File: config.mk
export PLATFORM = sky130hd
export DESIGN_NAME = seven_segment_dynamic_to_static
export DESIGN_NICKNAME = d
export VERILOG_FILES = /design/src/rtl/seven_segment_dynamic_to_static.sv
export SDC_FILE = /design/constraint.sdc
export NUM_CORES = 1
export LEC_CHECK = 0
export BUFFER_PORTS_ARGS = -buffer_cell sky130_fd_sc_hd__buf_2
export CORE_MARGIN = 5
export CORE_UTILIZATION = 32
export CTS_BUF_LIST = sky130_fd_sc_hd__clkbuf_8
export CTS_CLUSTER_DIAMETER = 200
export CTS_CLUSTER_SIZE = 10
export DETAILED_ROUTE_END_ITERATION = 7
export SYNTH_ARGS = -nofsm -noshare
export SYNTH_HDL_FRONTEND = slang
export SYNTH_SLANG_ARGS = --single-unit
File: constraint.sdc
create_clock -name clk -period 27.7 [get_ports clk]
set_input_delay 8.31 -clock clk [delete_from_list [all_inputs] [get_ports clk]]
set_output_delay 8.31 -clock clk [all_outputs]
set_load 0.01 [all_outputs]
File: src/rtl/seven_segment_dynamic_to_static.sv
// rtl/seven_segment_dynamic_to_static.sv - dynamic 7-segment bus to per-digit static outputs
// Per-digit shadow capture, optional stale timeout, global PWM brightness, registered output stage.
module seven_segment_dynamic_to_static #(
   parameter int w_digit        = 8,
   parameter int seg_active_low = 1,
   parameter int dp_active_low  = 0,
   parameter int timeout_cycles = 500000,
   parameter int w_pwm          = 4
) (
   input  logic                   clk,
   input  logic                   rst,
   input  logic [7:0]             abcdefgh,
   input  logic [w_digit-1:0]     digit,
   input  logic [w_pwm-1:0]       brightness,
   output logic [7*w_digit-1:0]   seg_out,
   output logic [w_digit-1:0]     dp_out,
   output logic [w_digit-1:0]     stale
);

   localparam logic [6:0] seg_off = (seg_active_low != 0) ? 7'h7f : 7'h00;
   localparam logic       dp_off  = (dp_active_low != 0);

   logic [w_pwm-1:0] pwm_cnt;
   logic             pwm_on;

   always_ff @(posedge clk or posedge rst) begin
      if (rst) pwm_cnt <= '0;
      else     pwm_cnt <= pwm_cnt + 1'b1;
   end

   assign pwm_on = (brightness == '1) || (pwm_cnt < brightness);

   for (genvar i = 0; i < w_digit; i++) begin : g_digit
      logic [7:0] shad;
      logic [6:0] seg_lit;
      logic [6:0] seg_r;
      logic       dp_r;

      if (timeout_cycles > 0) begin : g_timeout
         localparam int w_cnt = $clog2(timeout_cycles + 1);
         localparam logic [w_cnt-1:0] cnt_max  = w_cnt'(timeout_cycles);
         localparam logic [w_cnt-1:0] cnt_last = w_cnt'(timeout_cycles - 1);

         logic [w_cnt-1:0] cnt;
         logic             stale_r;

         // A strobe always wins over expiry; the counter parks at cnt_max once stale.
         always_ff @(posedge clk or posedge rst) begin
            if (rst) begin
               shad    <= '0;
               cnt     <= '0;
               stale_r <= 1'b0;
            end else if (digit[i]) begin
               shad    <= abcdefgh;
               cnt     <= '0;
               stale_r <= 1'b0;
            end else if (cnt != cnt_max) begin
               cnt <= cnt + 1'b1;
               if (cnt == cnt_last) begin
                  stale_r <= 1'b1;
                  shad    <= '0;
               end
            end
         end

         assign stale[i] = stale_r;
      end else begin : g_no_timeout
         always_ff @(posedge clk or posedge rst) begin
            if (rst)           shad <= '0;
            else if (digit[i]) shad <= abcdefgh;
         end

         assign stale[i] = 1'b0;
      end

      // Bus order is a..g from bit 7 down; output slice wants a at the lowest bit.
      assign seg_lit = {shad[1], shad[2], shad[3], shad[4], shad[5], shad[6], shad[7]}
                       & {7{pwm_on}};

      always_ff @(posedge clk or posedge rst) begin
         if (rst) begin
            seg_r <= seg_off;
            dp_r  <= dp_off;
         end else begin
            seg_r <= seg_lit ^ seg_off;
            dp_r  <= (shad[0] & pwm_on) ^ dp_off;
         end
      end

      assign seg_out[7*i +: 7] = seg_r;
      assign dp_out[i]         = dp_r;
   end

endmodule
Word-level counts from Yosys, hierarchy flattened --
Cells that the tools add are included.
Storage, ports and cells: input port bits 22, flip-flop bits (word level) 292, output and inout bits 72, logic and storage cells 181
Operators by class: eq/ne operators 17, $lt $le $gt $ge 1, add/subtract/negate cells 9, bitwise logic cells 24, mux-type cells 64, reductions and logical operators 25
Operator list (number):
- $mux W19 | 16
- $mux W8 | 24
- $add A19 B1 Y19 const B | 8
- $eq A19 B19 Y1 const B | 8
- $ne A19 B19 Y1 const B | 8
- $and A7 B7 Y7 | 8
- $not A7 Y7 | 8
- $reduce_bool A2 Y1 | 16
- $mux W1 | 24
- $reduce_and A2 Y1 | 8
- $and A1 B1 Y1 | 8
- $add A4 B1 Y4 const B | 1
- $eq A4 B4 Y1 const B | 1
- $lt A4 B4 Y1 | 1
- $logic_or A1 B1 Y1 | 1

Logic depth before layout (Yosys ltp) --
depth in word-level cells 4, gate-level depth with buffers 6, gate-level depth less buffers 5

Worst setup path before layout --
No wires, ideal clock.
path kind input to register, start input brightness[1], end register g_digit[0].dp_r, arrival 9.666 ns, stages on the path 6, setup time 0.065 ns, path slack 17.968 ns, path buffers 1, data required time 27.635 ns, cell sequence inv_1 -> ha_1 -> a21o_1 -> a21oi_1 -> clkbuf_1 -> o211a_1
On the way: word-level cells in the longest chain between the ends 3, elaborated cells on any way between the ends 4, those cells by class 1 x order compare; 1 x eq/ne; 1 x bitwise; 1 x reduce/logical
RTL lines:
- start, declared | RTL line 14 | input logic [w_pwm-1:0] brightness,
- $lt A4 B4 Y1 or $eq A4 B4 Y1 (tied branches) | RTL line 31 | assign pwm_on = (brightness == '1) || (pwm_cnt < brightness);
- $logic_or A1 B1 Y1 (*) | RTL line 31
- $and A1 B1 Y1 (*) | RTL line 86 | dp_r <= (shad[0] & pwm_on) ^ dp_off;
- end signal, assigned | RTL line 83 | dp_r <= dp_off;
- end signal, assigned | RTL line 86
- end, declared | RTL line 37 | logic dp_r;
Every way passes the cells marked *; elsewhere a longest branch is shown, timed or not. A chain may end at the register's enable or synchronous reset.

==> metrics.yaml <==
status: "finished, final reports clean"
final_clock_period_utilization_by_the_worst_path: 0.3480
grtUsageTotal: 0.1355
number_of_iterations_in_the_first_detailed_routing_pass: 7
critical_path.slowest_cell: "buf_4"
cts_resized: 0
max_cap_violations: 0
die_y_um: 215.3
timing.max_slew.rel_slack: 0.2994
drt_first_iter_violations: 791
h_tree_levels: 2
synth-edff-count: 0
cts_tree: "yes"
max_slew.worst_pin.slew_ns: 1.051
wire_length_of_the_first_global_routing_pass_mm: 52.38
worst-endpoint-arrival_ns: 10.13
period_needed_ns: 9.640
routabilityCongestion: 0.8034
io_buffer_count: 93
post_route_skew_ns: 0.02260
power.share.switching: 0.2626
fraction_of_layout_instances_using_a_drive_strength_above_1: 0.1717
netlist_area_um2: 13480
pwr-share-comb: 0.078
slew_viol_final: 0
die_area_um2: 46330
clk_pin_slew_worst_paths_ns: 0.08
ys_seq_area_frac: 0.5472
clk_root_buffer_cell: "clkbuf_8"
netlist_top_cells_area: "dfrtp_1 44%, dfstp_2 11%, a22o_1 4.2%, nor2_1 3.4%, xnor2_1 3.2%"
pwr-share-clk: 0.344
synth_largest_area_cell: "dfrtp_1"
routedWlPerCell_um: 17.08
critical_path.cell_chain: "buf_2 > inv_8 > buf_4"
ffs_w_async_s_r_synth: 1.000
power_per_cell_area_nw_per_um2: 54.25
grt_antenna_before_repair: 1
vias_in_the_first_global_route: 9655
postSynthCellCount: 1256
drtAntennaViolNets: 0
start_util: 0.3221
placement_rows: 75
synth_flop_type: "dfrtp_1"
worst-setup-path-type: "primary input to async pin"
startpoint_type: "primary input"
cp.required_ns: 28.19
synthTopCellsByCount: "236 x dfrtp_1, 122 x nor2_1, 64 x a22o_1"
cts_num_sinks: 292
vdd_drop_max_uv: 30.75
overflow_after_grt: 0
mappedNetlistNets: 1306
cp_top_family: "buffers and inverters"
synth_most_common_cell: "dfrtp_1"
yosys_warnings: 0
postSynthAreaPerCell_um2: 10.73
critical_path_buf_inv_count: 3
cts-buffers-inserted: 35
post_cts_buffers: 0
report.final.hold_viol_count: 0
maximum_number_of_pins_on_one_net_before_global_route_repair: 130
antennaDiodeCount: 0
cts_hold_buf: 0
synth_cell_types: 50
timing.critical_path.fanout_max: 129
cts.path.max_buffers: 3
synth.ff_latch_count: 292
hold_class: "register to register"
detailedPlacementHpwl_mm: 20.66
setup_viol_count_final: 0
die_width_um: 215.3
synth.top_cell.area_share: 0.4381
seq_power_share: 0.579
power.internal_uw: 596.7
critPathCaptureType: "async pin"
cp_slowest_stage_delay_ns: 0.96
grt_setup_unrepaired: "no"
drt-vias-per-instance: 5.215
fp.coreArea_um2: 41850
timing.fmax_ghz: 0.1037
power.leakage_uw: 0.006148
flow.area_growth_from_synthesis_pct: 10.63
final.setup.tns_ns: 0
drc: 0
num_io_pins: 94
p_total_uw: 809.1
power.switching_uw: 212.5
vias: 9767
clock_latency_ns: 0.53
routed_wirelength_mm: 31.98
final_nets: 1359
[per-stage QoR]
step / setup WS (ns) / cells / utilization / hold WS (ns) / cell area (um^2)
global route: 17.68 / 1873 / 0.3564 / 0.4574 / 14910
CTS: 17.97 / 1873 / 0.3564 / 0.4305 / 14910
global placement: 17.44 / 1811 / 0.3419 / 0.4232 / 14310
finish: 18.06 / 1873 / 0.3564 / 0.4278 / 14910
detailed placement: 17.40 / 1811 / 0.3419 / 0.4288 / 14310
floorplan: 11.42 / 1256 / - / 0.4124 / 13480
[path summary, 6_finish.rpt]
check | slack, ns | startpoint | cells after the start | end
worst max-delay path | 18.06 | rst | 3 | g_digit[3].g_timeout.cnt[0]
worst min-delay path | 0.43 | g_digit[2].shad[5] | 1 | g_digit[2].seg_r[2]
worst max register to register | 25.14 | g_digit[2].g_timeout.cnt[14] | 4 | g_digit[2].shad[5]
worst min register to register | 0.43 | g_digit[2].shad[5] | 1 | g_digit[2].seg_r[2]
max in group clk | 18.12 | g_digit[1].seg_r[6] | 1 | seg_out[13]
min in group asynchronous | 7.96 | rst | 2 | g_digit[7].g_timeout.cnt[1]
[flip-flops by register name, summed over array words and instances, names as in the netlist]
register,flops
g_digit.g_timeout.cnt,152
pwm_cnt,4
g_digit.shad,64
g_digit.g_timeout.stale_r,8
g_digit.seg_r,56
g_digit.dp_r,8
[worst register-to-register path, cell delays in order, from the launching register on]
cell and delay [ns]:
dfrtp_1 0.43, or4b_2 0.69, nor4_1 0.60, a21oi_1 0.43, a22o_1 0.31
[routing by layer]
layer / vias to the layer above / wire (um) / part of all wire / GRT usage
met5: - / 7 / 0.00022 / 0
met4: 2 / 958 / 0.030 / 0.04544
met3: 54 / 1386 / 0.043 / 0.02252
met2: 186 / 14440 / 0.45 / 0.2140
met1: 4870 / 15190 / 0.47 / 0.1904
li1: 4655 / - / - / -
[layout by cell type (no fill, tap or decap), types with 36 or more instances in the layout]
cell	netlist	layout
a21oi_1	51	50
a22o_1	64	64
buf_2	0	93
clkbuf_8	0	36
dfrtp_1	236	236
dfstp_2	56	56
inv_1	39	61
nand2_1	49	47
nand3_1	55	55
nand4_1	43	43
nor2_1	122	122
nor4_1	37	37
o211ai_1	57	57
xnor2_1	50	50
xor2_1	36	36
[cells by family (layout without fill, tap and decap cells)]
family	count (synthesis)	after routing	synth area share
buffers and inverters	122	200	0.03898
xor gates and xnor gates	86	86	0.05587
DFF	292	292	0.5472
and+or+nand+nor	474	474	0.1924
adders and majority gates	28	28	0.02599
muxes	18	18	0.01448
AOI/OAI and AO/OA	236	236	0.1251
[final cells by class]
cell class,count,area [um^2]
fillers,4183,26940
flip-flops and latches,292,7377
multi-input cells,842,5595
well taps,539,674.4
repair buffers,98,503.0
clock buffers,36,495.5
inverters,40,157.7
clock inverters,26,111.4
[power groups by stage]
| stage | Clock [uW] | Sequential [uW] | Combinational [uW] |
|---|---|---|---|
| 2_1_floorplan | 0 | 473 | 38.9 |
| 3_5_place_dp | 0 | 476 | 64.5 |
| 4_1_cts | 290 | 468 | 64.7 |
| 6_report | 278 | 468 | 62.9 |
| 3_3_place_gp | 0 | 476 | 62.9 |
| 5_1_grt | 307 | 470 | 71.0 |
No activity file was read; power rests on OpenSTA's default activity.
